==> config.mk <==
export PLATFORM = sky130hd
export DESIGN_NAME = question_link_tx
export DESIGN_NICKNAME = d
export VERILOG_FILES = /design/src/rtl/qlink_pkg.sv /design/src/rtl/qlink_sync2.sv /design/src/rtl/question_link_tx.sv
export SDC_FILE = /design/constraint.sdc
export NUM_CORES = 1
export LEC_CHECK = 0
export CORE_ASPECT_RATIO = 0.5
export CORE_MARGIN = 1
export CORE_UTILIZATION = 50
export DETAILED_ROUTE_END_ITERATION = 16
export PLACE_DENSITY_LB_ADDON = 0.05
export SLEW_MARGIN = 10
export SYNTH_ARGS = -nofsm -noshare
export SYNTH_HDL_FRONTEND = slang
export SYNTH_SLANG_ARGS = --single-unit
==> constraint.sdc <==
create_clock -name CLK -period 3.88 [get_ports CLK]
set_clock_uncertainty 0.2 [all_clocks]
set_input_delay 0.388 -clock CLK [delete_from_list [all_inputs] [get_ports CLK]]
set_output_delay 0.388 -clock CLK [all_outputs]
set_load 0.005 [all_outputs]
==> src/rtl/qlink_pkg.sv <==
// Shared types and constants for the inter-board question link.
// Provides the FSM state encoding and the check-nibble helper.
package qlink_pkg;

  typedef enum logic [2:0] {
    IDLE,
    WAIT_RDY,
    SETUP,
    STROBE,
    GAP
  } state_t;

  localparam int NIBBLES = 6;
  localparam int NIB_W   = 4;
  localparam int Q_W     = 24;
  localparam int RES_W   = 2;

  function automatic logic [NIB_W-1:0] xor_nibbles(input logic [Q_W-1:0] q);
    logic [NIB_W-1:0] acc;
    acc = '0;
    for (int i = 0; i < NIBBLES; i++) begin
      acc = acc ^ q[i*NIB_W +: NIB_W];
    end
    return acc;
  endfunction

endpackage

==> src/rtl/qlink_sync2.sv <==
// Two-flop synchroniser for asynchronous GPIO inputs; width is a parameter.
module qlink_sync2 #(
  parameter int W = 1
) (
  input  logic         clk,
  input  logic         rst_n,
  input  logic [W-1:0] d,
  output logic [W-1:0] q
);

  logic [W-1:0] meta_p0;

  always_ff @(posedge clk or negedge rst_n) begin
    if (!rst_n) begin
      meta_p0 <= '0;
      q       <= '0;
    end else begin
      meta_p0 <= d;
      q       <= meta_p0;
    end
  end

endmodule

==> src/rtl/question_link_tx.sv <==
// Sending end of the question link: latches a 24-bit question and strobes it out
// nibble by nibble once the peer is ready. QLINK_PARITY_EN appends an XOR check nibble.
module question_link_tx
  import qlink_pkg::*;
#(
  parameter int STROBE_CYC  = 50000,
  parameter int GAP_CYC     = 50000,
  parameter int TIMEOUT_CYC = 50000000
) (
  input  logic             CLK,
  input  logic             RST,
  input  logic             SEND,
  input  logic [Q_W-1:0]   QUESTION_IN,
  input  logic             PEER_READY_IN,
  input  logic [RES_W-1:0] RESULT_IN,
  output logic [NIB_W-1:0] NUM_OUT,
  output logic             OK_OUT,
  output logic [RES_W-1:0] JUDG_OUT,
  output logic             BUSY,
  output logic             DONE,
  output logic             TIMEOUT
);

  localparam int MAX_SG  = (STROBE_CYC > GAP_CYC) ? STROBE_CYC : GAP_CYC;
  localparam int MAX_CYC = (TIMEOUT_CYC > MAX_SG) ? TIMEOUT_CYC : MAX_SG;
  localparam int CNT_W   = $clog2(MAX_CYC) + 1;

`ifdef QLINK_PARITY_EN
  localparam int FRAME_NIB = NIBBLES + 1;
`else
  localparam int FRAME_NIB = NIBBLES;
`endif
  localparam int SHIFT_W = FRAME_NIB * NIB_W;
  localparam int NIB_CW  = $clog2(FRAME_NIB + 1);

  state_t             state, state_n;
  logic [CNT_W-1:0]   cnt, cnt_n;
  logic [NIB_CW-1:0]  nib, nib_n;
  logic [SHIFT_W-1:0] shift, shift_n, load;
  logic [NIB_W-1:0]   num_n;
  logic               ok_n, busy_n, done_n, timeout_n;
  logic [0:0]         ready_s;
  logic [RES_W-1:0]   result_s;

  qlink_sync2 #(.W(1)) u_ready_sync (
    .clk   (CLK),
    .rst_n (RST),
    .d     (PEER_READY_IN),
    .q     (ready_s)
  );

  qlink_sync2 #(.W(RES_W)) u_result_sync (
    .clk   (CLK),
    .rst_n (RST),
    .d     (RESULT_IN),
    .q     (result_s)
  );

  // Result relay: third register stage after the synchroniser
  always_ff @(posedge CLK or negedge RST) begin
    if (!RST) JUDG_OUT <= '0;
    else      JUDG_OUT <= result_s;
  end

`ifdef QLINK_PARITY_EN
  assign load = {QUESTION_IN, xor_nibbles(QUESTION_IN)};
`else
  assign load = QUESTION_IN;
`endif

  always_ff @(posedge CLK or negedge RST) begin
    if (!RST) begin
      state   <= IDLE;
      cnt     <= '0;
      nib     <= '0;
      shift   <= '0;
      NUM_OUT <= '0;
      OK_OUT  <= 1'b0;
      BUSY    <= 1'b0;
      DONE    <= 1'b0;
      TIMEOUT <= 1'b0;
    end else begin
      state   <= state_n;
      cnt     <= cnt_n;
      nib     <= nib_n;
      shift   <= shift_n;
      NUM_OUT <= num_n;
      OK_OUT  <= ok_n;
      BUSY    <= busy_n;
      DONE    <= done_n;
      TIMEOUT <= timeout_n;
    end
  end

  // Outputs are registered: each branch sets the value seen in the next state
  always_comb begin
    state_n   = state;
    cnt_n     = cnt;
    nib_n     = nib;
    shift_n   = shift;
    num_n     = NUM_OUT;
    ok_n      = OK_OUT;
    busy_n    = BUSY;
    done_n    = 1'b0;
    timeout_n = TIMEOUT;
    case (state)
      IDLE: begin
        if (SEND) begin
          shift_n   = load;
          timeout_n = 1'b0;
          busy_n    = 1'b1;
          cnt_n     = '0;
          nib_n     = '0;
          state_n   = WAIT_RDY;
        end
      end
      WAIT_RDY: begin
        if (ready_s[0]) begin
          num_n   = shift[SHIFT_W-1 -: NIB_W];
          cnt_n   = '0;
          state_n = SETUP;
        end else if (cnt == CNT_W'(TIMEOUT_CYC - 1)) begin
          timeout_n = 1'b1;
          busy_n    = 1'b0;
          num_n     = '0;
          cnt_n     = '0;
          state_n   = IDLE;
        end else begin
          cnt_n = cnt + CNT_W'(1);
        end
      end
      SETUP: begin
        ok_n    = 1'b1;
        cnt_n   = '0;
        state_n = STROBE;
      end
      STROBE: begin
        if (cnt == CNT_W'(STROBE_CYC - 1)) begin
          ok_n    = 1'b0;
          cnt_n   = '0;
          state_n = GAP;
        end else begin
          cnt_n = cnt + CNT_W'(1);
        end
      end
      GAP: begin
        if (cnt == CNT_W'(GAP_CYC - 1)) begin
          shift_n = {shift[SHIFT_W-NIB_W-1:0], {NIB_W{1'b0}}};
          nib_n   = nib + NIB_CW'(1);
          cnt_n   = '0;
          if (nib_n == NIB_CW'(FRAME_NIB)) begin
            done_n  = 1'b1;
            busy_n  = 1'b0;
            num_n   = '0;
            state_n = IDLE;
          end else begin
            num_n   = shift[SHIFT_W-NIB_W-1 -: NIB_W];
            state_n = SETUP;
          end
        end else begin
          cnt_n = cnt + CNT_W'(1);
        end
      end
      default: state_n = IDLE;
    endcase
  end

endmodule

After elaboration in Yosys (flattened, before gate mapping)
Cells that the tools add are included.
Word-level totals
  register bits after elaboration: 73
  latch bits: 0
  RAM bits: 0
  ROM bits: 0
  input bits: 30
  output and inout bits: 10
  logic and storage cells: 83
  memories: 0
Cells by class
  $add $sub $neg: 2
  $mul: 0
  div/mod/pow operators: 0
  magnitude comparators: 0
  eq/ne operators: 14
  shift-type cells: 0
  muxes and demuxes: 38
  bitwise gates (word level): 0
  reductions and logical operators: 15
Operators by type and width (number)
  27-bit two-way mux: 4
  27-bit case mux with 4 select lines: 1
  24-bit two-way mux: 2
  24-bit case mux with 2 select lines: 1
  27-bit by 1-bit adder with 27-bit output (second input constant): 1
  27-bit by 16-bit equality test with 1-bit output (second input constant): 1
  27-bit by 26-bit equality test with 1-bit output (second input constant): 1
  3-bit two-way mux: 7
  4-bit two-way mux: 4
  3-bit case mux with 5 select lines: 1
  1-bit two-way mux: 12
  2-bit != test (second input constant): 6
  4-bit case mux with 2 select lines: 1
  4-bit AND reduction: 2
  2-bit nonzero test: 4
  3-bit by 2-bit equality test with 1-bit output (second input constant): 2
  3-bit equality test (second input constant): 2
  3-bit case mux with 2 select lines: 1
  3-bit AND reduction: 2
  6-bit AND reduction: 1
  1-bit case mux with 2 select lines: 2
  2-bit AND reduction: 2
  4-bit nonzero test: 1
  3-bit by 1-bit adder with 3-bit output (second input constant): 1
  other kinds (7): 7

Logic depth before layout (Yosys ltp)
  depth in word-level cells: 5
  gate-level depth with buffers: 8
  depth with buffers taken out: 6

Cells and area by module
A second synthesis with hierarchy kept.
Second synthesis, totals
  cells, all modules: 368
  area total of the unflattened synthesis: 3683.5 um^2
Modules (own cells, without submodules)
  question_link_tx: times used 1, cells each 362, area each 3533.4 um^2, seq. area each 1676.6 um^2
  qlink_sync2 at u_result_sync: times used 1, cells each 4, area each 100.1 um^2, seq. area each 100.1 um^2
  qlink_sync2 at u_ready_sync: times used 1, cells each 2, area each 50.0 um^2, seq. area each 50.0 um^2

Worst setup path before layout
No wires, ideal clock.
  kind: register -> register
  start point: reg cnt[0]
  end point: reg cnt[24]
  setup time: 0.104 ns
  data arrival time: 1.822 ns
  data required time: 3.576 ns
  slack: 1.755 ns
  stages on the path, launching flop included: 9
  path buffers: 2
  period minus slack after synthesis: 2.125 ns
  path through: dfrtp_1 -> ha_1 -> and3_1 -> and3_1 -> buf_2 -> o22ai_4 -> nor2_1 -> buf_2 -> o41ai_2
On the way
  word-level cells in the longest chain between the ends: 4
  elaborated cells between the ends (all ways): 7
  those cells by class: add/sub (1); eq/ne (2); mux (4)
Ends and longest elaborated chain
  start, declared: RTL line question_link_tx.sv:37  | logic [CNT_W-1:0] cnt, cnt_n;
  start signal, assigned: RTL line question_link_tx.sv:84  | cnt <= cnt_n;
  27-bit by 1-bit adder with 27-bit output / 27-bit by 26-bit equality test with 1-bit output (equally long branches)
  27-bit two-way mux: RTL line question_link_tx.sv:122  | end else if (cnt == CNT_W'(TIMEOUT_CYC - 1)) begin
  27-bit two-way mux: RTL line question_link_tx.sv:118  | if (ready_s[0]) begin
  27-bit case mux with 4 select lines *: RTL line question_link_tx.sv:106  | case (state)
Mark *: on every way between the ends. The rest lies on a longest branch, timed or not.
A chain may end at the register's enable or synchronous reset.

Final worst setup path
  start point: reg state[2]
  end point: reg cnt[14]
On the way
  word-level cells in the longest chain between the ends: 4
  elaborated cells between the ends (all ways): 10
  those cells by class: eq/ne (5); mux (1); reduce/logical (4)
Ends and longest elaborated chain
  start, declared: RTL line question_link_tx.sv:36  | state_t state, state_n;
  start signal, assigned: RTL line question_link_tx.sv:83  | state <= state_n;
  3-bit equality test / 3-bit by 2-bit equality test with 1-bit output (equally long branches): RTL line question_link_tx.sv:106
  2-bit OR reduction (no source line)
  4-bit nonzero test (no source line)
  2-bit AND reduction (no source line)
Several ways; a longest one is shown, not always the timed one.

==> reports/results.tsv <==
metric	value	unit
critical path startpoint category	flop	
number of setup buffers added after CTS	0	
Top FF cell, synth	dfrtp_1	
slowest stage cell, crit path	nor2_1	
worst skew pair latency	0.33	ns
FMAX	348	MHz
# setup viols final	0	
worst reg2reg path depth	6	
Final ANT Viol Nets	0	
setup TNS	0	ns
commonest non-fill, non-tap cell in the layout	dfrtp_1	
Worst Path Max Fanout	24	
Num CTS Buffers	9	
Worst Path Buf+Inv	1	
Crit path depth	6	
DR pass1 iterations	4	
diode count	0	
FF-to-FF Start	state[2]$_DFFE_PN0P_	
CTS Buffer Depth	2	
Post-Syn Area	3830	sq um
Int Power	2.03	mW
critical path capture point	cnt[14]$_DFFE_PN0P_	
Cells after Synth	397	
Crit path largest cell delay	0.72	ns
overall power	3.18	mW
yosys warns	0	
pwr/cell area	686	nW/um^2
Rel. slew slack	41.6	%
Die W	126	um
sequential cell area fraction in the yosys report	47.7	%
DRC viols	0	
mean routed wirelength per cell	16.1	um
Psw	1.15	mW
routability cong.	0.902	
Final Max Tran Viols	0	
ys async rst share	100	%
first-pass GRT wire length	14800	um
worst vdd ir	0.000327	V
Vert. Die Dim	63.9	um
Layout fillers	611	
clock root buffer	clkbuf_16	
Starting Density	51.9	%
CTS tree	yes	
Sw Share	36.0	%
Gate power share	35.2	%
Port Buf Inserts	39	
CP cell instances	nor3b_2 > buf_4 > nor3_1 > o22ai_4 > nor2_1 > o21ai_0	
Syn Area/Cell	9.65	sq um
area of the multi-input gates	1870	sq um
initial antenna violation count	0	
reg-to-reg setup timing slack	1.01	ns
CP Capture Type	flop	
Lkg Pwr	1.98	nW
Critical Path RT	3.85	ns
Synth Register Bits	73	
die area	8030	sq um
Area growth syn-to-layout	21.0	%
Hold Startpoint	u_ready_sync.meta_p0$_DFF_PN0_	
register area	1830	sq um
1st-iter DRT viols	211	
total core area	7380	sq um
status	completed	
CTS H-tree lvls	3	
Post-synth EDFFs	0	
number of vias in the routed layout	3154	
detailed placement HPWL	5800	um
hold buffers post-CTS	1	
Via density	5.91	
crit path kind	reg2reg	
RSZ-0062 raised after global routing	false	
Critical Path AT	2.84	ns
reg-to-reg endpoint	cnt[14]$_DFFE_PN0P_	
Clock Sinks	73	
Setup crit start	state[2]$_DFFE_PN0P_	
Rows	22	
synthesized net count	430	
final worst path period share	74.0	%
Min-Delay Path Class	reg2reg	
io pins	40	
share of layout cells above drive strength 1	11.4	%
most frequent cells in the layout	73 x dfrtp_1, 71 x nand2_1, 38 x clkdlybuf4s50_1	
largest net degree at the start of global routing	39	
nets	466	
Top delay family on crit path	simple AND/OR/NAND/NOR gates	
clock share of power	30.3	%
GRT overflow	0	
Post-Route WL	8620	um
count of final hold-check violations	0	
gr usage total	23.4	%
sequential power share	34.5	%
Max Cap Violations	0	
vias in the first global route	3047	
CTS clk-pin slew, worst paths	0.06	ns
Worst-Margin Slew	0.867	ns
post-layout min period	2.87	ns
post-cts resize count	0	
post-synthesis cell type count	60	
-- metal layers --
metal | share of wire, % | vias to the layer above | wire [um] | global-route usage [%]
met5 | 0 | - | 0 | 0
met4 | 0.55 | 0 | 47 | 7.68
met3 | 4.4 | 6 | 376 | 6.20
met2 | 47 | 79 | 4090 | 38.1
met1 | 48 | 1537 | 4110 | 30.6
li1 | - | 1532 | - | -
-- final cells by class --
cell class / count / share of cell area [%]
clock buffer: 10 / 5.16
tap: 96 / 2.59
sequential: 73 / 39.4
multi-input combinational: 297 / 40.2
inverter: 4 / 0.324
clock inverter: 6 / 2.46
timing repair buffer: 48 / 9.82
-- flip-flops by register name, indices dropped and copies added (netlist names) --
register	count
u_ready_sync.q	1
u_result_sync.q	2
BUSY	1
u_ready_sync.meta_p0	1
u_result_sync.meta_p0	2
NUM_OUT	4
nib	3
shift	24
cnt	27
OK_OUT	1
state	3
DONE	1
TIMEOUT	1
JUDG_OUT	2
-- cells in the mapped netlist (2+ instances only) --
library cell  instances  share of area, %
dfrtp_1              73                48
nand2_1              71               7.0
nor3_1               37               4.8
nor2_1               24               2.4
a31oi_1              21               3.4
nand4_1              14               2.3
o21ai_0              13               1.7
buf_2                11               1.4
nand3_1              10               1.3
mux2i_1               9               2.4
and3_1                7               1.1
clkbuf_1              7              0.69
o221ai_1              6               1.4
xor2_1                6               1.4
a21oi_1               5              0.65
o31ai_1               5              0.98
a32o_1                4               1.0
buf_4                 4              0.78
inv_1                 4              0.39
nor4_1                4              0.65
ha_1                  3              0.98
nand3b_1              3              0.59
o211ai_1              3              0.59
o22ai_1               3              0.49
or2_2                 3              0.49
and2_1                2              0.33
and3b_1               2              0.46
and4_1                2              0.46
mux2_1                2              0.59
mux2_4                2              0.78
nand2b_1              2              0.33
nor2_4                2              0.59
nor2b_1               2              0.33
nor3b_2               2              0.65
nor4b_1               2              0.46
nor4b_2               2              0.78
or3_1                 2              0.33
-- metrics by stage --
step | instance area [sq um] | cells | worst slack [ns] | hold WS (ns) | util, %
floorplan | 3830 | 397 | 1.75 | -0.108 | -
global placement | 4270 | 517 | 1.20 | 0.132 | 57.9
detailed placement | 4270 | 517 | 1.04 | 0.136 | 57.9
CTS | 4640 | 534 | 1.01 | 0.149 | 62.8
global route | 4640 | 534 | 0.838 | 0.162 | 62.8
finish | 4640 | 534 | 1.01 | 0.146 | 62.8
-- cell families (layout without fill, tap and decap cells) --
group	Yosys count	count (layout)	synth area share, %
AND/OR/NAND/NOR	203	203	28.5
flip-flops	73	73	47.7
AO/OA/AOI/OAI	72	72	14.1
buffers and inverters	27	68	3.59
multiplexers	13	13	3.72
XOR/XNOR	6	6	1.37
adder cells (fa/ha/maj)	3	3	0.980
-- power groups by stage --
stage	logic, mW	registers, mW	clock network (mW)
5_1_grt	1.25	1.12	1.02
2_1_floorplan	0.902	1.05	0
6_report	1.12	1.10	0.965
3_3_place_gp	1.09	1.10	0
4_1_cts	1.12	1.10	0.988
3_5_place_dp	1.12	1.11	0
-- worst min-delay path by stage --
| stage | end | slack (ns) | cells past startpoint |
|---|---|---|---|
| after CTS | u_ready_sync.q$_DFF_PN0_ | 0.15 | 0 |
| after detailed placement | u_ready_sync.q$_DFF_PN0_ | 0.14 | 0 |
| after floorplan | BUSY$_DFFE_PN0P_ | -0.11 | 0 |
| final | u_ready_sync.q$_DFF_PN0_ | 0.15 | 0 |
| after global placement | u_result_sync.q[0]$_DFF_PN0_ | 0.13 | 0 |
| after global routing | u_result_sync.q[0]$_DFF_PN0_ | 0.16 | 0 |
-- worst reg2reg max path: cells and delay by family (launching register included) --
| family | cells | cell delay [ns] |
|---|---|---|
| and+or+nand+nor | 3 | 1.30 |
| buffers and inverters | 1 | 0.23 |
| AOI/OAI and AO/OA | 2 | 0.45 |
| DFF | 1 | 0.53 |
(Power assumes the default switching activity.)
